## src/rtl/eth_stream_pkt_arbiter_if.sv

```systemverilog
// Stream bundle for eth_stream_pkt_arbiter.
// Holds the NUM_PORTS requester streams (i_valid/i_data/i_sop/i_eop/i_mod in,
// o_ready out), the shared output stream (o_valid/o_data/o_sop/o_eop/o_mod
// out, i_ready in) and the status outputs (o_grant, o_pkt_count, o_sop_err).
// Signal prefixes are from the arbiter's point of view.
//   slave  : arbiter side
//   master : requesters + downstream sink side (environment)

`ifndef ACX_NAP_ETH_DATA_WIDTH
`define ACX_NAP_ETH_DATA_WIDTH 256
`endif

interface eth_stream_pkt_arbiter_if #(
    parameter int NUM_PORTS  = 4,
    parameter int DATA_WIDTH = `ACX_NAP_ETH_DATA_WIDTH,
    parameter int MOD_WIDTH  = $clog2(DATA_WIDTH/8)
);
    logic [NUM_PORTS-1:0]            i_valid;
    logic [NUM_PORTS-1:0]            o_ready;
    logic [NUM_PORTS*DATA_WIDTH-1:0] i_data;
    logic [NUM_PORTS-1:0]            i_sop;
    logic [NUM_PORTS-1:0]            i_eop;
    logic [NUM_PORTS*MOD_WIDTH-1:0]  i_mod;

    logic                            o_valid;
    logic                            i_ready;
    logic [DATA_WIDTH-1:0]           o_data;
    logic                            o_sop;
    logic                            o_eop;
    logic [MOD_WIDTH-1:0]            o_mod;

    logic [NUM_PORTS-1:0]            o_grant;
    logic [NUM_PORTS*32-1:0]         o_pkt_count;
    logic [NUM_PORTS-1:0]            o_sop_err;

    modport slave (
        input  i_valid, i_data, i_sop, i_eop, i_mod, i_ready,
        output o_ready, o_valid, o_data, o_sop, o_eop, o_mod,
        output o_grant, o_pkt_count, o_sop_err
    );

    modport master (
        output i_valid, i_data, i_sop, i_eop, i_mod, i_ready,
        input  o_ready, o_valid, o_data, o_sop, o_eop, o_mod,
        input  o_grant, o_pkt_count, o_sop_err
    );
endinterface

```

## src/rtl/eth_stream_pkt_arbiter.sv

```systemverilog
// Packet-granular round-robin arbiter sharing one Ethernet NAP transmit
// stream between NUM_PORTS requesters. A granted port owns the output until
// its eop beat is accepted, so frames never interleave.
// Ports:
//   i_clk     : clock
//   i_reset_n : synchronous active-low reset
//   bus       : eth_stream_pkt_arbiter_if.slave (requester streams, output
//               stream, one-hot grant, per-port packet counts, sticky
//               per-port sop errors)
//
// state | meaning
// ------+--------------------------------------------------------------
// IDLE  | no owner; pick next eligible (valid & sop) port round-robin
// PKT   | granted port forwarded combinationally until eop accepted

`ifndef ACX_NAP_ETH_DATA_WIDTH
`define ACX_NAP_ETH_DATA_WIDTH 256
`endif

module eth_stream_pkt_arbiter #(
    parameter int NUM_PORTS  = 4,
    parameter int DATA_WIDTH = `ACX_NAP_ETH_DATA_WIDTH,
    parameter int MOD_WIDTH  = $clog2(DATA_WIDTH/8)
) (
    input logic                     i_clk,
    input logic                     i_reset_n,
    eth_stream_pkt_arbiter_if.slave bus
);
    localparam int IDX_W = $clog2(NUM_PORTS);

    typedef enum logic {ST_IDLE, ST_PKT} state_t;

    state_t               state;
    logic [IDX_W-1:0]     grant_idx;
    logic [IDX_W-1:0]     last_grant;
    logic [NUM_PORTS-1:0] grant_oh;
    logic [NUM_PORTS-1:0] sop_err;
    logic [31:0]          pkt_cnt [NUM_PORTS];

    logic [NUM_PORTS-1:0] eligible;
    logic                 any_eligible;
    logic [IDX_W-1:0]     next_idx;
    logic                 sel_valid;
    logic                 sel_eop;
    logic                 fwd_active;
    logic                 accept_eop;

    // Round-robin pick: scan from last_grant+N down to last_grant+1 so the
    // final overwrite is the nearest eligible port above last_grant.
    always_comb begin
        eligible     = bus.i_valid & bus.i_sop;
        any_eligible = |eligible;
        next_idx     = last_grant;
        for (int i = NUM_PORTS; i >= 1; i--) begin
            int cand;
            cand = int'(last_grant) + i;
            if (cand >= NUM_PORTS)
                cand = cand - NUM_PORTS;
            if (eligible[IDX_W'(cand)])
                next_idx = IDX_W'(cand);
        end
    end

    // Zero-latency forwarding of the granted port. Reset also gates the path
    // so no beat is handed over on the cycle reset is asserted mid-frame.
    always_comb begin
        bus.o_data = '0;
        bus.o_sop  = 1'b0;
        bus.o_mod  = '0;
        sel_valid  = 1'b0;
        sel_eop    = 1'b0;
        for (int p = 0; p < NUM_PORTS; p++) begin
            if (grant_idx == IDX_W'(p)) begin
                bus.o_data = bus.i_data[p*DATA_WIDTH +: DATA_WIDTH];
                bus.o_sop  = bus.i_sop[p];
                bus.o_mod  = bus.i_mod[p*MOD_WIDTH +: MOD_WIDTH];
                sel_valid  = bus.i_valid[p];
                sel_eop    = bus.i_eop[p];
            end
        end
        bus.o_eop   = sel_eop;
        fwd_active  = (state == ST_PKT) && i_reset_n;
        bus.o_valid = fwd_active && sel_valid;
        bus.o_ready = fwd_active ? (grant_oh & {NUM_PORTS{bus.i_ready}}) : '0;
        accept_eop  = bus.o_valid && bus.i_ready && sel_eop;
    end

    always_ff @(posedge i_clk) begin
        if (!i_reset_n) begin
            state      <= ST_IDLE;
            grant_idx  <= '0;
            last_grant <= IDX_W'(NUM_PORTS - 1);
            grant_oh   <= '0;
            sop_err    <= '0;
            for (int p = 0; p < NUM_PORTS; p++)
                pkt_cnt[p] <= '0;
        end else begin
            // grant_oh is zero in IDLE, so any mid-frame beat seen there flags.
            sop_err <= sop_err | (bus.i_valid & ~bus.i_sop & ~grant_oh);
            case (state)
                ST_IDLE: begin
                    if (any_eligible) begin
                        grant_idx  <= next_idx;
                        last_grant <= next_idx;
                        grant_oh   <= NUM_PORTS'(1) << next_idx;
                        state      <= ST_PKT;
                    end
                end
                ST_PKT: begin
                    if (accept_eop) begin
                        pkt_cnt[grant_idx] <= pkt_cnt[grant_idx] + 32'd1;
                        grant_oh           <= '0;
                        state              <= ST_IDLE;
                    end
                end
                default: state <= ST_IDLE;
            endcase
        end
    end

    assign bus.o_grant   = grant_oh;
    assign bus.o_sop_err = sop_err;

    for (genvar p = 0; p < NUM_PORTS; p++) begin : g_cnt
        assign bus.o_pkt_count[p*32 +: 32] = pkt_cnt[p];
    end
endmodule
```

## src/flat_wrapper.sv

```systemverilog
// flat-port wrapper written by rule: the top's interface ports become plain ports
module eth_stream_pkt_arbiter_flat 
#(
    parameter int NUM_PORTS  = 4,
    parameter int DATA_WIDTH = `ACX_NAP_ETH_DATA_WIDTH,
    parameter int MOD_WIDTH  = $clog2(DATA_WIDTH/8)
)
  (i_clk, i_reset_n, bus_i_valid, bus_i_data, bus_i_sop, bus_i_eop, bus_i_mod, bus_i_ready, bus_o_ready, bus_o_valid, bus_o_data, bus_o_sop, bus_o_eop, bus_o_mod, bus_o_grant, bus_o_pkt_count, bus_o_sop_err);
  eth_stream_pkt_arbiter_if #(.NUM_PORTS(NUM_PORTS), .DATA_WIDTH(DATA_WIDTH), .MOD_WIDTH(MOD_WIDTH)) bus_i ();
  input logic i_clk;
  input logic i_reset_n;
  input wire logic [$bits(bus_i.i_valid)-1:0] bus_i_valid;
  input wire logic [$bits(bus_i.i_data)-1:0] bus_i_data;
  input wire logic [$bits(bus_i.i_sop)-1:0] bus_i_sop;
  input wire logic [$bits(bus_i.i_eop)-1:0] bus_i_eop;
  input wire logic [$bits(bus_i.i_mod)-1:0] bus_i_mod;
  input wire logic [$bits(bus_i.i_ready)-1:0] bus_i_ready;
  output wire logic [$bits(bus_i.o_ready)-1:0] bus_o_ready;
  output wire logic [$bits(bus_i.o_valid)-1:0] bus_o_valid;
  output wire logic [$bits(bus_i.o_data)-1:0] bus_o_data;
  output wire logic [$bits(bus_i.o_sop)-1:0] bus_o_sop;
  output wire logic [$bits(bus_i.o_eop)-1:0] bus_o_eop;
  output wire logic [$bits(bus_i.o_mod)-1:0] bus_o_mod;
  output wire logic [$bits(bus_i.o_grant)-1:0] bus_o_grant;
  output wire logic [$bits(bus_i.o_pkt_count)-1:0] bus_o_pkt_count;
  output wire logic [$bits(bus_i.o_sop_err)-1:0] bus_o_sop_err;
  assign bus_i.i_valid = bus_i_valid;
  assign bus_i.i_data = bus_i_data;
  assign bus_i.i_sop = bus_i_sop;
  assign bus_i.i_eop = bus_i_eop;
  assign bus_i.i_mod = bus_i_mod;
  assign bus_i.i_ready = bus_i_ready;
  assign bus_o_ready = bus_i.o_ready;
  assign bus_o_valid = bus_i.o_valid;
  assign bus_o_data = bus_i.o_data;
  assign bus_o_sop = bus_i.o_sop;
  assign bus_o_eop = bus_i.o_eop;
  assign bus_o_mod = bus_i.o_mod;
  assign bus_o_grant = bus_i.o_grant;
  assign bus_o_pkt_count = bus_i.o_pkt_count;
  assign bus_o_sop_err = bus_i.o_sop_err;
  eth_stream_pkt_arbiter #(.NUM_PORTS(NUM_PORTS), .DATA_WIDTH(DATA_WIDTH), .MOD_WIDTH(MOD_WIDTH)) u_core (.i_clk(i_clk), .i_reset_n(i_reset_n), .bus(bus_i));
endmodule
```

## config.mk

```make
export PLATFORM = sky130hd
export DESIGN_NAME = eth_stream_pkt_arbiter_flat
export DESIGN_NICKNAME = d
export VERILOG_FILES = /design/src/rtl/eth_stream_pkt_arbiter_if.sv /design/src/rtl/eth_stream_pkt_arbiter.sv /design/src/flat_wrapper.sv
export SDC_FILE = /design/constraint.sdc
export NUM_CORES = 1
export LEC_CHECK = 0
export ABC_AREA = 1
export CAP_MARGIN = 25
export CORE_AREA = 5 5 561 563
export CTS_CLUSTER_SIZE = 28
export DETAILED_ROUTE_END_ITERATION = 6
export DIE_AREA = 0 0 566 568
export PLACE_DENSITY = 0.34
export SETUP_SLACK_MARGIN = 0.3
export SYNTH_ARGS = -nofsm -noshare
export SYNTH_HDL_FRONTEND = slang
export SYNTH_SLANG_ARGS = --single-unit
export TNS_END_PERCENT = 5
```

## constraint.sdc

```tcl
create_clock -name i_clk -period 6.99 [get_ports i_clk]
set_input_delay 1.0485 -clock i_clk [delete_from_list [all_inputs] [get_ports i_clk]]
set_output_delay 1.0485 -clock i_clk [all_outputs]
set_load 0.02 [all_outputs]
```

-- Word level (Yosys, flattened, before mapping)
Memories as Yosys holds them, arrays and structs flattened. A register that Yosys moved wholly into a read port is not among the register bits.
Cells that the tools add are included.
Widths: inputs -> output; s select.
- reductions and logical operators: 9
- bitwise logic cells: 8
- mux-type cells: 57
- shift operators: 1
- equal/unequal tests: 5
- magnitude comparators: 8
- add/subtract/negate cells: 9
- operator list (cell ; number):
    $mux 256 ; 4
    $add 32x1->32 const B ; 1
    $mux 32 ; 1
    $reduce_or 32->1 ; 1
    $mux 1 ; 28
    $mux 2 ; 11
    $mux 5 ; 4
    $and 4x4->4 ; 4
    $lt 2x4->1 const B ; 4
    $mux 4 ; 3
    $ge 3x3->1 const B ; 3
    $bmux 1 s2 ; 4
    $not 4->4 ; 2
    $pmux 4 s2 ; 1
    $sub 2x1->2 const B ; 4
    $add 2x2->3 const B ; 2
    $add 2x3->4 const B ; 1
    $eq 2x2->1 const B ; 2
    $ge 4x3->1 const B ; 1
    $logic_and 1x1->1 ; 4
    $or 4x4->4 ; 1
    $reduce_and 2->1 ; 2
    $reduce_or 4->1 ; 1
    $shl 1x2->4 const A ; 1
    other kinds (7) ; 7
- RAM bits: 128
- memories kept: 1
- bits in registers: 13
- output and inout bits: 404
- logic and storage cells: 103
- memory list (memory ; depth ; width ; read ports ; clocked after memory_dff ; write ports ; line ; RTL):
    u_core.pkt_cnt ; 4 ; 32 ; 5 ; 1 ; 4 ; eth_stream_pkt_arbiter.sv:38 ; logic [31:0] pkt_cnt [NUM_PORTS];

-- Longest topological paths before layout
- depth in word-level cells: 14
- mapped depth: 17
- gate-level depth less buffers: 15

-- Worst setup path after synthesis
Ideal clock, no wire load.
- path kind: input port to flip-flop
- from: in i_reset_n
- to: mem u_core.pkt_cnt[3][0] (enable)
- arrival time: 4.551 ns
- path buffers: 1
- cell stages on the path: 8
- path slack: 1.974 ns
- path through: buf_2 nand2_1 or2_1 a21oi_1 nand2_1 nor2_4 inv_2 o21ai_0
- RTL lines (element ; line ; RTL):
    start, declared ; flat_wrapper.sv:11 ; input logic i_reset_n;
    end, declared ; eth_stream_pkt_arbiter.sv:38 ;

-- Worst setup path in the final report
- from: reg u_core.grant_idx[1]
- to: out bus_o_data[7]
- cells in the longest elaborated chain, start to end: 5
- ends and longest elaborated chain (element ; line ; RTL):
    start, declared ; eth_stream_pkt_arbiter.sv:34 ; logic [IDX_W-1:0] grant_idx;
    start signal, assigned ; eth_stream_pkt_arbiter.sv:103 ; grant_idx <= next_idx;
    $logic_not 2->1 ; eth_stream_pkt_arbiter.sv:73 ; if (grant_idx == IDX_W'(p)) begin
    $mux 256 (3 in a row) ; eth_stream_pkt_arbiter.sv:73 ;
    $mux 256 (*) ; eth_stream_pkt_arbiter.sv:73 ;
    end, declared ; flat_wrapper.sv:20 ; output wire logic [$bits(bus_i.o_data)-1:0] bus_o_data;
Mark *: on every way between the ends. The rest lies on a longest branch, timed or not.

==> results.md <==
* Worst Tran Pin Value at 0.9561 ns
* Ratio of cells with drive above 1 in the final layout at 0.03423
* Hold Vio Cnt, Final at 0
* CP Capture Type: primary output
* Post-Syn Nets at 3505
* Placement Cell Area at 33540 µm²
* Ys Warns at 0
* GRT Residual Overflow at 0
* Top cell type by total area after synthesis: nand2_1
* Final setup viols at 0
* Placed Cells at 7914
* Largest net degree at the start of global routing at 104
* Hold crit path type: reg -> reg
* Port Buffers at 1462
* Sequential share of the synthesized area at 0.2965
* Routability congestion estimate at 1.034
* CTS resizes at 0
* Post-CTS setup buffer count at 0
* Setup TNS at 0 ns
* Via count at 24360
* Die area at 321500 µm²
* HPWL after DPL at 244900 µm
* Ranking of synthesized cells by area: nand2_1 (38%), edfxtp_1 (28%), nand4_1 (12%), nor2_1 (4.7%), nand3_1 (3.3%)
* Critical path class: reg -> out
* DR DRC count at 0
* Combinational Power Share at 0.716
* Gr usage total at 0.1584
* Total Power at 6.697 mW
* Cell Count, Final, Fillers Out at 7963
* DRT antenna net count at 0
* Hold_buf cts at 0
* CTS root buf: clkbuf_16
* Clock Sinks at 143
* Maxcap violations at 0
* Worst reg2reg startpoint: u_core.grant_idx[0]
* Post-Synth Simple-Gate Area at 0.6056
* Fin crit period at 5.304 ns
* Drt wl/cell at 33.69 µm
* Number of global-route vias before repair at 24950
* Final Max Slew Viols at 0
* Count of unique library cells instantiated by Yosys at 37
* Period Utilization, post-route at 0.7587
* Detailed Routing Iterations Pass 1 at 5
* Synth Register Bits at 143
* DR vias/cell at 3.059
* Utilization after layout at 0.1107
* Post-Syn Instances at 2445
* Most frequent cells in the layout: clkdlybuf4s50_1 (1459), nand2_1 (1419), nand4_1 (269), nor2_1 (174), edfxtp_1 (128)
* Syn avg cell area at 5.716 µm²
* Starting Density at 0.04533
* Longest Clk Path Bufs at 2
* Routed wire length at 268300 µm
* Startpoint Class: flop
* Register-to-Register Path Depth at 10
* Most common cell after layout, fill and taps aside: clkdlybuf4s50_1
* Worst R2R End: u_core.pkt_cnt[1][14]
* Max Clk Rate at 188.6 MHz
* DRT iter0 DRCs at 1562
* Internal Power at 3.087 mW
* Peak VDD IR at 0.1339 mV
* CTS tree: yes
* Compound-Gate Fraction of Synth Area at 0.01647
* Flop pwr share at 0.153
* Hold path depth at 1
* XOR/XNOR Fraction of Synth Area at 0.001880
* H-tree depth at 4
* Clock share of power at 0.131
* Largest family of logic cells by synthesized area: simple AND/OR/NAND/NOR gates
* First-pass GRT wire length at 324800 µm
* Mapped cell area at 13980 µm²
* Setup repair after global routing missed its margin: no
* Fin nets at 4874
* Row count at 204
* CTS Buf Count at 17
* Design area at 34150 µm²
* Die width at 566 µm
* Worst slew margin at 0.3603
* Crit path arrival time at 4.26 ns
* Leak at 11.87 nW
* Sw Ratio at 0.5391
* Top Ports at 1463
* Hold endpoint: u_core.bus.o_sop_err[2]
* Core ar. at 308300 µm²
* Filler instances at 36150
* Initial antenna violation count at 221
* Status: finished clean
* NetSw at 3.610 mW
* Reg clk slew, reported paths at 0.07 ns
* Layout area overhead at 144.3%
* Yosys top cell area share at 0.3822
* HP Start: u_core.bus.o_sop_err[2]
* Synth Area in Adders at 0.0008953
* Clock latency on the worst-skew pair at 0.44 ns
* Reg2reg setup slack at 2.89 ns
* Power Density at 196.1 nW/µm²
* Largest fanout on the critical path at 73
* Die H at 568 µm
* Clk_skew at 0.01567 ns
* Mux share of post-synthesis cell area at 0
* CP required at 5.94 ns
area by class of cell:
| cell class | count | area [µm²] | share of cell area |
|---|---|---|---|
| Clock inverter | 14 | 116.4 | 0.003408 |
| Tap cell | 4120 | 5155 | 0.1510 |
| Clock buffer | 18 | 429.2 | 0.01257 |
| Sequential cell | 143 | 4149 | 0.1215 |
| Multi-Input combinational cell | 2047 | 8762 | 0.2566 |
| Inverter | 103 | 401.6 | 0.01176 |
| Timing Repair Buffer | 1502 | 15090 | 0.4420 |
| Antenna cell | 16 | 40.04 | 0.001173 |
Yosys cell counts, drive strengths merged:
cell and instances:
ha 1, dfxtp 15, nor2 193, xor2 3, o22ai 2, nor3 6, edfxtp 128, a22o 1
a21boi 1, clkinv 1, clkbuf 114, nand2 1430, o211ai 3, o21ai 19, a31oi 1, nand3b 2
nand4 269, nand3 101, a32oi 1, inv 102, buf 38, o21a 3, and2 1, or2 2
o21bai 1, a21oi 7
critical path: stages (launching register included):
cell             delay, ns
dfxtp_1               0.36
inv_1                 0.23
nand2_2               0.06
buf_4                 0.28
inv_8                 0.34
buf_16                0.36
buf_12                0.34
nand2_1               0.40
nand4_1               0.44
clkdlybuf4s50_1       0.72
per-stage QoR:
| stage | hold WS (ns) | setup slack (ns) |
|---|---|---|
| after floorplan | 0.4969 | 1.974 |
| after global placement | 0.4616 | 1.882 |
| after detailed placement | 0.4645 | 1.917 |
| after CTS | 0.4799 | 1.452 |
| after global routing | 0.5200 | 1.420 |
| final | 0.4718 | 1.686 |
metal layers:
layer / GRT usage / part of all wire / routed length, µm
met4: 0.02869 / 0.025 / 6642
met3: 0.04895 / 0.079 / 21310
met5: 0 / 0.0022 / 577
met2: 0.2849 / 0.50 / 133100
met1: 0.1855 / 0.40 / 106700
power by group through the flow:
stage	Sequential, mW	Clock, mW	Combinational [mW]
after global routing	1.03	0.930	5.07
after floorplan	1.05	0	1.56
after detailed placement	1.05	0	4.98
final	1.03	0.875	4.80
after global placement	1.05	0	4.98
after CTS	1.03	0.890	4.99
sequential cells by signal, indices dropped and copies added, names as in the netlist, named ones only:
name and count:
u_core.grant_idx 2, u_core.last_grant 2, u_core.bus.o_sop_err 4, u_core.state 1
u_core.bus.o_grant 4, u_core.pkt_cnt 128
how the worst max path moves through the flow:
stage | startpoint | end | cells past startpoint
4_1_cts | u_core.grant_idx[0] | bus_o_data[7] | 8
3_3_place_gp | u_core.grant_idx[0] | bus_o_data[7] | 7
3_5_place_dp | u_core.grant_idx[0] | bus_o_data[7] | 8
5_1_grt | u_core.grant_idx[0] | bus_o_data[7] | 8
2_1_floorplan | i_reset_n | u_core.pkt_cnt[3][0] | 8
6_report | u_core.grant_idx[1] | bus_o_data[7] | 9
cells by family (layout without fill, tap and decap cells):
family,after synthesis,count (layout)
compound gates,39,39
xor+xnor,3,3
fa+ha+maj,1,1
buf+inv,255,1637
flops,143,143
other cells,0,16
simple gates,2004,2004
Power figures use the tool's default switching activity.
